--- src/rtl/sram_arbiter_pkg.sv ---
`default_nettype none
// ============================================================================
// Module   : sram_arb_pkg
// Brief    : FSM encoding, port indices and address window defaults.
// Revision : 1.0
// ============================================================================
package sram_arb_pkg;

    typedef enum logic [1:0] {
        IDLE = 2'd0,
        BUSY = 2'd1,
        DONE = 2'd2
    } arb_state_t;

    localparam logic PORT0 = 1'b0;
    localparam logic PORT1 = 1'b1;

    localparam int unsigned DEF_MEM_BASE  = 1024;
    localparam int unsigned DEF_MEM_LIMIT = 1024 + 2**19 - 1;

endpackage
`default_nettype wire

--- src/rtl/rr_arbiter2.sv ---
`default_nettype none
// ============================================================================
// Module   : rr_arbiter2
// Brief    : Two-way round-robin grant; on a tie the port not served last wins.
// Revision : 1.0
// ============================================================================
module rr_arbiter2
    import sram_arb_pkg::*;
(
    input  logic [1:0] pending,
    input  logic       last,
    output logic       grant
);

    always_comb begin
        grant = PORT0;
        if (pending == 2'b11) begin
            grant = ~last;
        end else if (pending[1]) begin
            grant = PORT1;
        end
    end

endmodule
`default_nettype wire

--- src/rtl/sram_arbiter.sv ---
`default_nettype none
// ============================================================================
// Module   : sram_arbiter
// Brief    : Arbitrates two request ports onto one SRAM controller interface.
// Revision : 1.0
// ============================================================================
module sram_arbiter
    import sram_arb_pkg::*;
#(
    parameter int                 DATA_W    = 32,
    parameter int                 ADDR_W    = 32,
    parameter logic [ADDR_W-1:0]  MEM_BASE  = ADDR_W'(DEF_MEM_BASE),
    parameter logic [ADDR_W-1:0]  MEM_LIMIT = ADDR_W'(DEF_MEM_LIMIT)
) (
    input  logic              clk,
    input  logic              rst,
    input  logic              wrEn0,
    input  logic              rdEn0,
    input  logic [ADDR_W-1:0] address0,
    input  logic [DATA_W-1:0] writeData0,
    output logic [DATA_W-1:0] readData0,
    output logic              done0,
    output logic              err0,
    input  logic              wrEn1,
    input  logic              rdEn1,
    input  logic [ADDR_W-1:0] address1,
    input  logic [DATA_W-1:0] writeData1,
    output logic [DATA_W-1:0] readData1,
    output logic              done1,
    output logic              err1,
    output logic              mem_wrEn,
    output logic              mem_rdEn,
    output logic [ADDR_W-1:0] mem_address,
    output logic [DATA_W-1:0] mem_writeData,
    input  logic [DATA_W-1:0] mem_readData,
    input  logic              mem_ready
);

    // Assert asynchronously, release two edges after rst rises.
    logic [1:0] r_rst_sync;
    logic       w_rst_n;

    always_ff @(posedge clk or negedge rst) begin
        if (!rst) begin
            r_rst_sync <= 2'b00;
        end else begin
            r_rst_sync <= {r_rst_sync[0], 1'b1};
        end
    end

    assign w_rst_n = r_rst_sync[1];

    arb_state_t        r_state;
    logic              r_owner;
    logic              r_last;
    logic              r_op_wr;
    logic [1:0]        r_done;
    logic [1:0]        r_err;
    logic [DATA_W-1:0] r_rdata0;
    logic [DATA_W-1:0] r_rdata1;
    logic              r_mem_wr;
    logic              r_mem_rd;
    logic [ADDR_W-1:0] r_mem_addr;
    logic [DATA_W-1:0] r_mem_wdata;

    logic [1:0]        w_pending;
    logic              w_grant;
    logic              w_sel_wr;
    logic [ADDR_W-1:0] w_sel_addr;
    logic [DATA_W-1:0] w_sel_wdata;
    logic              w_in_range;

    assign w_pending = {wrEn1 | rdEn1, wrEn0 | rdEn0};

    rr_arbiter2 u_rr (
        .pending (w_pending),
        .last    (r_last),
        .grant   (w_grant)
    );

    // Write wins when both enables of the granted port are high.
    assign w_sel_wr    = (w_grant == PORT1) ? wrEn1      : wrEn0;
    assign w_sel_addr  = (w_grant == PORT1) ? address1   : address0;
    assign w_sel_wdata = (w_grant == PORT1) ? writeData1 : writeData0;
    assign w_in_range  = (w_sel_addr >= MEM_BASE) && (w_sel_addr <= MEM_LIMIT);

    always_ff @(posedge clk or negedge w_rst_n) begin
        if (!w_rst_n) begin
            r_state     <= IDLE;
            r_owner     <= PORT0;
            r_last      <= PORT1;
            r_op_wr     <= 1'b0;
            r_done      <= 2'b00;
            r_err       <= 2'b00;
            r_rdata0    <= '0;
            r_rdata1    <= '0;
            r_mem_wr    <= 1'b0;
            r_mem_rd    <= 1'b0;
            r_mem_addr  <= '0;
            r_mem_wdata <= '0;
        end else begin
            r_done <= 2'b00;
            r_err  <= 2'b00;
            case (r_state)
                IDLE: begin
                    if (|w_pending) begin
                        r_owner     <= w_grant;
                        r_op_wr     <= w_sel_wr;
                        r_mem_addr  <= w_sel_addr;
                        r_mem_wdata <= w_sel_wdata;
                        if (w_in_range) begin
                            r_mem_wr <= w_sel_wr;
                            r_mem_rd <= ~w_sel_wr;
                            r_state  <= BUSY;
                        end else begin
                            r_done[w_grant] <= 1'b1;
                            r_err[w_grant]  <= 1'b1;
                            r_state         <= DONE;
                        end
                    end
                end
                BUSY: begin
                    if (mem_ready) begin
                        r_mem_wr <= 1'b0;
                        r_mem_rd <= 1'b0;
                        if (!r_op_wr) begin
                            if (r_owner == PORT1) begin
                                r_rdata1 <= mem_readData;
                            end else begin
                                r_rdata0 <= mem_readData;
                            end
                        end
                        r_done[r_owner] <= 1'b1;
                        r_state         <= DONE;
                    end
                end
                DONE: begin
                    r_last  <= r_owner;
                    r_state <= IDLE;
                end
                default: begin
                    r_state <= IDLE;
                end
            endcase
        end
    end

    assign readData0     = r_rdata0;
    assign readData1     = r_rdata1;
    assign done0         = r_done[0];
    assign done1         = r_done[1];
    assign err0          = r_err[0];
    assign err1          = r_err[1];
    assign mem_wrEn      = r_mem_wr;
    assign mem_rdEn      = r_mem_rd;
    assign mem_address   = r_mem_addr;
    assign mem_writeData = r_mem_wdata;

endmodule
`default_nettype wire

--- config.mk ---
export PLATFORM = sky130hd
export DESIGN_NAME = sram_arbiter
export DESIGN_NICKNAME = d
export VERILOG_FILES = /design/src/rtl/sram_arbiter_pkg.sv /design/src/rtl/rr_arbiter2.sv /design/src/rtl/sram_arbiter.sv
export SDC_FILE = /design/constraint.sdc
export NUM_CORES = 1
export LEC_CHECK = 0
export ABC_AREA = 0
export CAP_MARGIN = 5
export CELL_PAD_IN_SITES_DETAIL_PLACEMENT = 1
export CELL_PAD_IN_SITES_GLOBAL_PLACEMENT = 1
export CORE_ASPECT_RATIO = 0.7
export CORE_MARGIN = 5
export CORE_UTILIZATION = 27
export CTS_CLUSTER_SIZE = 20
export DETAILED_ROUTE_END_ITERATION = 10
export MAX_ROUTING_LAYER = met4
export PLACE_DENSITY = 0.74
export SYNTH_ARGS = -nofsm -noshare
export SYNTH_HDL_FRONTEND = slang
export SYNTH_SLANG_ARGS = --single-unit
--- constraint.sdc ---
create_clock -name clk -period 3.9 [get_ports clk]
set_input_delay 0.78 -clock clk [delete_from_list [all_inputs] [get_ports clk]]
set_output_delay 0.78 -clock clk [all_outputs]
set_load 0.03 [all_outputs]
==> flow_summary.rst, run 1 <==
.. list-table::
   :header-rows: 1

   * - Metric
     - Value
   * - Outcome
     - complete, no violations
   * - CTS root buf
     - sky130_fd_sc_hd__clkbuf_16
   * - Clock insertion delay at the later pin of the skew report
     - 0.42 ns
   * - I/O pin total
     - 301
   * - Aggregate global-route resource usage
     - 17.8%
   * - Count of buffer and inverter cells on the critical path
     - 1
   * - Vias after detailed routing
     - 5363
   * - Comb pwr share
     - 24.4%
   * - Peak supply drop
     - 251 uV
   * - Number of DRC markers in iteration 0
     - 195
   * - Netlist cell types
     - 36
   * - Largest net degree at the start of global routing
     - 62
   * - Leak Pwr
     - 4.26 nW
   * - Number of synthesis warnings
     - 0
   * - Worst setup path category
     - input pin to flip-flop
   * - Wire length of the first global-routing pass
     - 34.1 mm
   * - Hold buffer count at cts
     - 0
   * - Worst-case hold slack
     - 0.350 ns
   * - Die area
     - 25200 um2
   * - CP max stage cell
     - sky130_fd_sc_hd__clkdlybuf4s50_1
   * - Endpoint type of the worst setup path
     - flip-flop
   * - Horizontal die dimension
     - 187 um
   * - Internal power summed over all cells
     - 2.92 mW
   * - Part of the total power dissipated in the clock network
     - 36.8%
   * - Peak Freq
     - 0.398 GHz
   * - Starting density of the core
     - 27.5%
   * - Hold Fails Final Rpt
     - 0
   * - Post-CTS Resized
     - 0
   * - P per Cell Area
     - 440 nW/um2
   * - Count of state elements after synthesis
     - 141
   * - Final worst setup slack
     - 1.39 ns
   * - Buffers inserted during post-CTS setup optimization
     - 0
   * - Detailed-routing iteration count for the pre-antenna-repair pass
     - 4
   * - Detailed placement HPWL
     - 16.6 mm
   * - Relative slew slack
     - 43.4%
   * - Average size of a mapped cell
     - 10.6 um2
   * - Type of the tightest min-delay check
     - flip-flop to flip-flop
   * - Final critical delay including setup and external delays
     - 2.51 ns
   * - Placed cell count
     - 1123
   * - Category of cells accounting for the largest share of critical-path delay
     - compound AO/OA/AOI/OAI gates
   * - Top library cells by usage in the layout, fill and taps aside
     - sky130_fd_sc_hd__clkdlybuf4s50_1 (300), sky130_fd_sc_hd__dfrtp_1 (139), sky130_fd_sc_hd__nand2_1 (136)
   * - Critical Path, Cell by Cell
     - clkdlybuf4s50_1, nor2_1, o211ai_1, a221oi_2, xnor2_1, o21ai_2, o21ai_0
   * - Post-route clock period utilization
     - 64.4%
   * - Number of DRC violations after detailed routing
     - 0
   * - Total Wirelength
     - 21.7 mm
   * - Longest individual stage delay on the worst path
     - 0.49 ns
   * - Sequential share of power
     - 38.8%
   * - Cts bufs inserted
     - 17
   * - Final-report max-slew violation count
     - 0
   * - Crit Path Max Fanout
     - 6
   * - Data arrival time at the worst-slack endpoint
     - 2.83 ns
   * - Via count of the first global-routing pass
     - 5942
   * - Startpoint of the tightest hold check path
     - r_rst_sync[0]
   * - Per-cell routed wire length
     - 18.8 um
   * - Count of non-filler cells in the finished layout
     - 1156
   * - Number of setup violations in the final report
     - 0
   * - Bufs on Longest Clock Path
     - 2
   * - Measured slew at the worst slew-check pin
     - 0.849 ns
   * - Clock slew seen by the registers of the worst setup and hold paths
     - 0.07 ns
   * - Number of port buffers
     - 300
   * - Fraction of layout instances using a drive strength above 1
     - 14.0%
   * - Pre-CTS setup slack
     - 0.918 ns
   * - Most common cell after layout, fill and taps aside
     - sky130_fd_sc_hd__clkdlybuf4s50_1
   * - Post-DRT Antenna Nets
     - 0
   * - Number of nets in the final layout
     - 1027
   * - Critical register-to-register path startpoint
     - r_state[0]
   * - Floorplan row count
     - 45
   * - Max capacitance violation total
     - 0
   * - Syn-to-layout area delta
     - 65.9%
   * - Net Sw Frac
     - 32.7%
   * - Max H-tree Level
     - 4
   * - Post-Route Utilization
     - 45.6%
   * - Post-Syn Instances
     - 562
   * - GRT overflow
     - 0
   * - Clock sink total
     - 141
   * - Crit path launch
     - rdEn1
   * - Fillers
     - 2393
   * - Vias per inst
     - 4.64
   * - Floorplan core area
     - 21700 um2
   * - Proportion of synthesized chip area in sequential cells
     - 59.3%
   * - Required time at the worst-slack endpoint
     - 4.22 ns
   * - Initial antenna violation count
     - 1
   * - Synthesized area
     - 5950 um2
   * - Setup repair after global routing missed its margin
     - no
   * - Switching pwr
     - 1.42 mW
   * - CP Launch Type
     - input pin
   * - Sum of negative setup slack
     - 0 ns
   * - Height of the die
     - 134 um
   * - Routability congestion estimate
     - 0.803
   * - Clock tree from TritonCTS
     - done
   * - Internal reg-to-reg setup slack
     - 1.75 ns
   * - Worst-case clock skew
     - 0.0162 ns
   * - Number of nets produced by synthesis
     - 729
[cell type report]
type / instances / area, um2 / area share (%)
Timing Repair Buffer: 313 / 3130 / 31.6
Multi-Input combinational cell: 386 / 2280 / 23.1
Clock inverter: 15 / 149 / 1.51
Clock buffer: 17 / 425 / 4.31
Antenna cell: 1 / 2.50 / 0.0253
Inverter: 1 / 3.75 / 0.0380
Sequential cell: 141 / 3530 / 35.8
Tap cell: 282 / 353 / 3.57
[cell families (layout without fill, tap and decap cells)]
| kind of cell | Yosys count | count (layout) | share of synthesized area, % |
|---|---|---|---|
| buffers and inverters | 35 | 346 | 2.96 |
| DFF | 141 | 141 | 59.3 |
| xor gates and xnor gates | 1 | 1 | 0.147 |
| AOI/OAI and AO/OA | 84 | 84 | 9.21 |
| and+or+nand+nor | 233 | 233 | 15.7 |
| other | 1 | 2 | 0.0630 |
| muxes | 67 | 67 | 12.7 |
[cells in the mapped netlist]
library cell,instances,area (um2)
sky130_fd_sc_hd__nor2b_1,1,6.26
sky130_fd_sc_hd__a21boi_0,1,7.51
sky130_fd_sc_hd__mux2i_1,1,10.0
sky130_fd_sc_hd__nand2_1,136,510
sky130_fd_sc_hd__nor2_1,72,270
sky130_fd_sc_hd__buf_4,6,45.0
sky130_fd_sc_hd__a211o_1,1,8.76
sky130_fd_sc_hd__nor2_2,2,12.5
sky130_fd_sc_hd__buf_1,4,15.0
sky130_fd_sc_hd__a22o_2,1,10.0
sky130_fd_sc_hd__nand3_1,6,30.0
sky130_fd_sc_hd__o21a_1,1,7.51
sky130_fd_sc_hd__nor3_1,1,5.00
sky130_fd_sc_hd__a31oi_1,64,400
sky130_fd_sc_hd__nand2b_1,1,6.26
sky130_fd_sc_hd__dfstp_2,1,26.3
sky130_fd_sc_hd__o211ai_1,1,7.51
sky130_fd_sc_hd__buf_6,1,11.3
sky130_fd_sc_hd__o21ai_0,4,20.0
sky130_fd_sc_hd__nor3b_1,1,7.51
sky130_fd_sc_hd__buf_2,12,60.1
sky130_fd_sc_hd__mux2_1,1,11.3
sky130_fd_sc_hd__a221oi_2,1,15.0
sky130_fd_sc_hd__mux2_2,65,732
sky130_fd_sc_hd__xnor2_1,1,8.76
sky130_fd_sc_hd__nor4_1,10,62.6
sky130_fd_sc_hd__dfrtp_1,140,3500
sky130_fd_sc_hd__and2_1,1,6.26
sky130_fd_sc_hd__conb_1,1,3.75
sky130_fd_sc_hd__inv_1,1,3.75
sky130_fd_sc_hd__or3_1,1,6.26
sky130_fd_sc_hd__a21oi_1,3,15.0
sky130_fd_sc_hd__nand4b_1,1,8.76
sky130_fd_sc_hd__o21ai_2,3,26.3
sky130_fd_sc_hd__clkbuf_1,11,41.3
sky130_fd_sc_hd__a21o_1,4,30.0
[path summary, 6_finish.rpt]
check,endpoint,depth (start not counted)
max,r_done[0],7
min,r_rst_sync[1],0
max reg2reg,mem_address[8],5
min reg2reg,r_rst_sync[1],0
max in group asynchronous,mem_writeData[5],1
min in group asynchronous,readData0[4],0
[flip-flops by register name, summed over array words and instances (netlist names)]
signal	count
mem_address	32
mem_rdEn	1
mem_wrEn	1
mem_writeData	32
r_done	2
r_err	2
r_last	1
r_op_wr	1
r_owner	1
r_rst_sync	2
r_state	2
readData0	32
readData1	32
[metrics by stage]
stage	total power, mW	instance area, um2
final	4.34	9880
after global routing	4.55	9880
after CTS	4.41	9870
after detailed placement	2.79	9300
after global placement	2.77	9300
after floorplan	2.22	5950
[layer usage]
metal | up-vias | routed length, um | global-route usage (%)
li1 | 2534 | - | -
met1 | 2623 | 10100 | 23.0
met2 | 199 | 9800 | 27.0
met3 | 7 | 1740 | 6.84
met4 | 0 | 82 | 3.26
met5 | - | 0 | -
[power by group through the flow]
stage	logic (mW)	clock network (mW)	registers, mW
final	1.06	1.60	1.68
after global routing	1.14	1.71	1.71
after CTS	1.08	1.64	1.69
after detailed placement	1.07	0	1.72
after global placement	1.06	0	1.71
after floorplan	0.258	0	1.96
Power figures use the tool's default switching activity.
==> run 2, diff against run 1 <==
--- a/config.mk
+++ b/config.mk
@@ -11,11 +11,11 @@
 export CELL_PAD_IN_SITES_GLOBAL_PLACEMENT = 1
 export CORE_ASPECT_RATIO = 0.7
 export CORE_MARGIN = 5
-export CORE_UTILIZATION = 27
+export CORE_UTILIZATION = 29
 export CTS_CLUSTER_SIZE = 20
 export DETAILED_ROUTE_END_ITERATION = 10
 export MAX_ROUTING_LAYER = met4
-export PLACE_DENSITY = 0.74
+export PLACE_DENSITY = 0.75
 export SYNTH_ARGS = -nofsm -noshare
 export SYNTH_HDL_FRONTEND = slang
 export SYNTH_SLANG_ARGS = --single-unit
==> constraint.sdc (replaced) <==
create_clock -name clk -period 2.6 [get_ports clk]
set_input_delay 0.52 -clock clk [delete_from_list [all_inputs] [get_ports clk]]
set_output_delay 0.52 -clock clk [all_outputs]
set_load 0.03 [all_outputs]
==> run 2 against run 1 <==
Sequential power increased by 50%. Cell area increased by 1.4%. Global-route usage increased by 0.93 points. Flip-flop and latch count unchanged. Combinational power increased by 53%. Critical endpoint is now r_state[0]. Via count increased by 0.37%. First-iteration DRC count decreased by 7.2%. Cell count decreased by 0.52%. Clock power increased by 59%. Die area decreased by 6.5%. Register-to-register slack got worse by 1.1 ns.
==> flow_summary.rst, run 2 (synthesis results as in run 1) <==
.. list-table::
   :header-rows: 1

   * - Metric
     - Value
   * - Via count of the first global-routing pass
     - 5987 (was 5942)
   * - Critical register-to-register path startpoint
     - r_last (was r_state[0])
   * - Initial antenna violation count
     - 0 (was 1)
   * - Buffers inserted during post-CTS setup optimization
     - 0 (unchanged)
   * - Number of nets in the final layout
     - 1034 (was 1027)
   * - Syn-to-layout area delta
     - 68.3% (was 65.9%)
   * - Post-Route Utilization
     - 50.1% (was 45.6%)
   * - Max H-tree Level
     - 4 (unchanged)
   * - Clock tree from TritonCTS
     - done (unchanged)
   * - Hold Fails Final Rpt
     - 0 (unchanged)
   * - Post-DRT Antenna Nets
     - 0 (unchanged)
   * - Measured slew at the worst slew-check pin
     - 0.607 ns (was 0.849 ns)
   * - Peak Freq
     - 0.439 GHz
   * - Detailed-routing iteration count for the pre-antenna-repair pass
     - 5 (was 4)
   * - Setup repair after global routing missed its margin
     - no (unchanged)
   * - Hold buffer count at cts
     - 0 (unchanged)
   * - CP max stage cell
     - sky130_fd_sc_hd__nor4_1 (was sky130_fd_sc_hd__clkdlybuf4s50_1)
   * - Post-route clock period utilization
     - 87.7%
   * - Number of setup violations in the final report
     - 0 (unchanged)
   * - Longest individual stage delay on the worst path
     - 0.45 ns (was 0.49 ns)
   * - Horizontal die dimension
     - 181 um (was 187 um)
   * - Top library cells by usage in the layout, fill and taps aside
     - sky130_fd_sc_hd__clkdlybuf4s50_1 (300), sky130_fd_sc_hd__dfrtp_1 (139), sky130_fd_sc_hd__nand2_1 (136) (unchanged)
   * - Starting density of the core
     - 29.7% (was 27.5%)
   * - Most common cell after layout, fill and taps aside
     - sky130_fd_sc_hd__clkdlybuf4s50_1 (unchanged)
   * - Vias after detailed routing
     - 5383 (was 5363)
   * - Data arrival time at the worst-slack endpoint
     - 2.59 ns (was 2.83 ns)
   * - Fraction of layout instances using a drive strength above 1
     - 14.7% (was 14.0%)
   * - GRT overflow
     - 0 (unchanged)
   * - Required time at the worst-slack endpoint
     - 2.91 ns (was 4.22 ns)
   * - Per-cell routed wire length
     - 18.4 um (was 18.8 um)
   * - Final worst setup slack
     - 0.321 ns (was 1.39 ns)
   * - Final-report max-slew violation count
     - 0 (unchanged)
   * - Vias per inst
     - 4.68 (was 4.64)
   * - Height of the die
     - 130 um (was 134 um)
   * - Number of DRC violations after detailed routing
     - 0 (unchanged)
   * - I/O pin total
     - 301 (unchanged)
   * - Floorplan core area
     - 20000 um2 (was 21700 um2)
   * - Critical Path, Cell by Cell
     - clkdlybuf4s50_1, nor4_1, buf_4, o211ai_1, a221oi_2, xnor2_1, nor2_2, a22o_2 (was clkdlybuf4s50_1, nor2_1, o211ai_1, a221oi_2, xnor2_1, o21ai_2, o21ai_0)
   * - Ant. Diodes
     - 0 (was 1)
   * - Placed Area
     - 9400 um2 (was 9300 um2)
   * - Wire length of the first global-routing pass
     - 33.8 mm (was 34.1 mm)
   * - Number of DRC markers in iteration 0
     - 181 (was 195)
   * - Detailed placement HPWL
     - 16.1 mm (was 16.6 mm)
   * - Number of port buffers
     - 300 (unchanged)
   * - Cts bufs inserted
     - 17 (unchanged)
   * - Post-CTS Resized
     - 0 (unchanged)
   * - Max capacitance violation total
     - 0 (unchanged)
   * - Largest net degree at the start of global routing
     - 47 (was 62)
   * - Routability congestion estimate
     - 0.847 (was 0.803)
   * - Leak Pwr
     - 4.33 nW (was 4.26 nW)
   * - Die area
     - 23500 um2 (was 25200 um2)
   * - Outcome
     - complete, no violations (unchanged)
   * - Worst-case hold slack
     - 0.262 ns (was 0.350 ns)
   * - Crit Path Max Fanout
     - 3 (was 6)
   * - Relative slew slack
     - 59.6% (was 43.4%)
   * - Aggregate global-route resource usage
     - 18.7% (was 17.8%)
   * - Total Wirelength
     - 21.1 mm (was 21.7 mm)
   * - CP Launch Type
     - input pin (unchanged)
   * - Clock slew seen by the registers of the worst setup and hold paths
     - 0.07 ns (about the same)
   * - Floorplan row count
     - 43 (was 45)
   * - Clock sink total
     - 141 (unchanged)
   * - CTS root buf
     - sky130_fd_sc_hd__clkbuf_16 (unchanged)
   * - Bufs on Longest Clock Path
     - 2 (unchanged)
   * - Endpoint type of the worst setup path
     - flip-flop (unchanged)
   * - Crit path launch
     - address0[14] (was rdEn1)
   * - Clock insertion delay at the later pin of the skew report
     - 0.42 ns (about the same)
   * - Final critical delay including setup and external delays
     - 2.28 ns
   * - Worst setup path category
     - input pin to flip-flop (unchanged)
   * - Peak supply drop
     - 378 uV (was 251 uV)
   * - Area of all placed cells without fillers
     - 10000 um2 (was 9880 um2)
   * - Type of the tightest min-delay check
     - input pin to asynchronous set/reset pin (was flip-flop to flip-flop)
   * - Worst-case clock skew
     - 0.0122 ns (was 0.0162 ns)
   * - P per Cell Area
     - 667 nW/um2 (was 440 nW/um2)
   * - Pre-CTS setup slack
     - -0.0453 ns (was 0.918 ns)
==> run 2: stage by stage <==
stage               cells  setup TNS [ns]  total power [mW]
floorplan             562               0              3.33
global placement     1118               0              4.17
detailed placement   1118         -0.0453              4.20
CTS                  1150               0              6.78
global route         1150               0              7.02
finish               1150               0              6.68
==> run 2: power breakdown <==
part	internal [mW]	switching, mW	leakage, nW
Clock	1.48	1.06	0.297
Sequential	2.39	0.127	1.80
Combinational	0.729	0.892	2.23
Total	4.60	2.08	4.33
==> run 2: layout make-up <==
cell class	instances	area, um2
sequential	141	3530
fill	2194	10000
inverter	1	3.75
timing repair buffer	320	3240
tap	270	338
clock buffer	18	439
multi-input combinational	386	2280
clock inverter	14	178
==> run 2: worst max-delay path: cells and delay by family <==
family                 cells  cell delay, ns
buffers and inverters      2            0.63
AO/OA/AOI/OAI              3            0.68
AND/OR/NAND/NOR            2            0.53
XOR/XNOR                   1            0.24
==> run 2: path summary, 6_finish.rpt <==
path                       cells after the start  slack, ns            end
min                                            1       0.26  r_rst_sync[0]
max                                            8       0.32     r_state[0]
max reg2reg                                    6       0.67       mem_rdEn
min reg2reg                                    0       0.34   readData1[2]
min in group clk                               0       0.35  r_rst_sync[1]
max in group asynchronous                      1       1.53         r_last
==> run 2: routing by layer <==
layer  vias up  share of wire, %  GRT usage, %
met5         -                 0             -
met4         0              0.66          3.84
met3        14               8.9          7.19
met2       198                47          29.5
met1      2614                44          23.2
li1       2557                 -             -
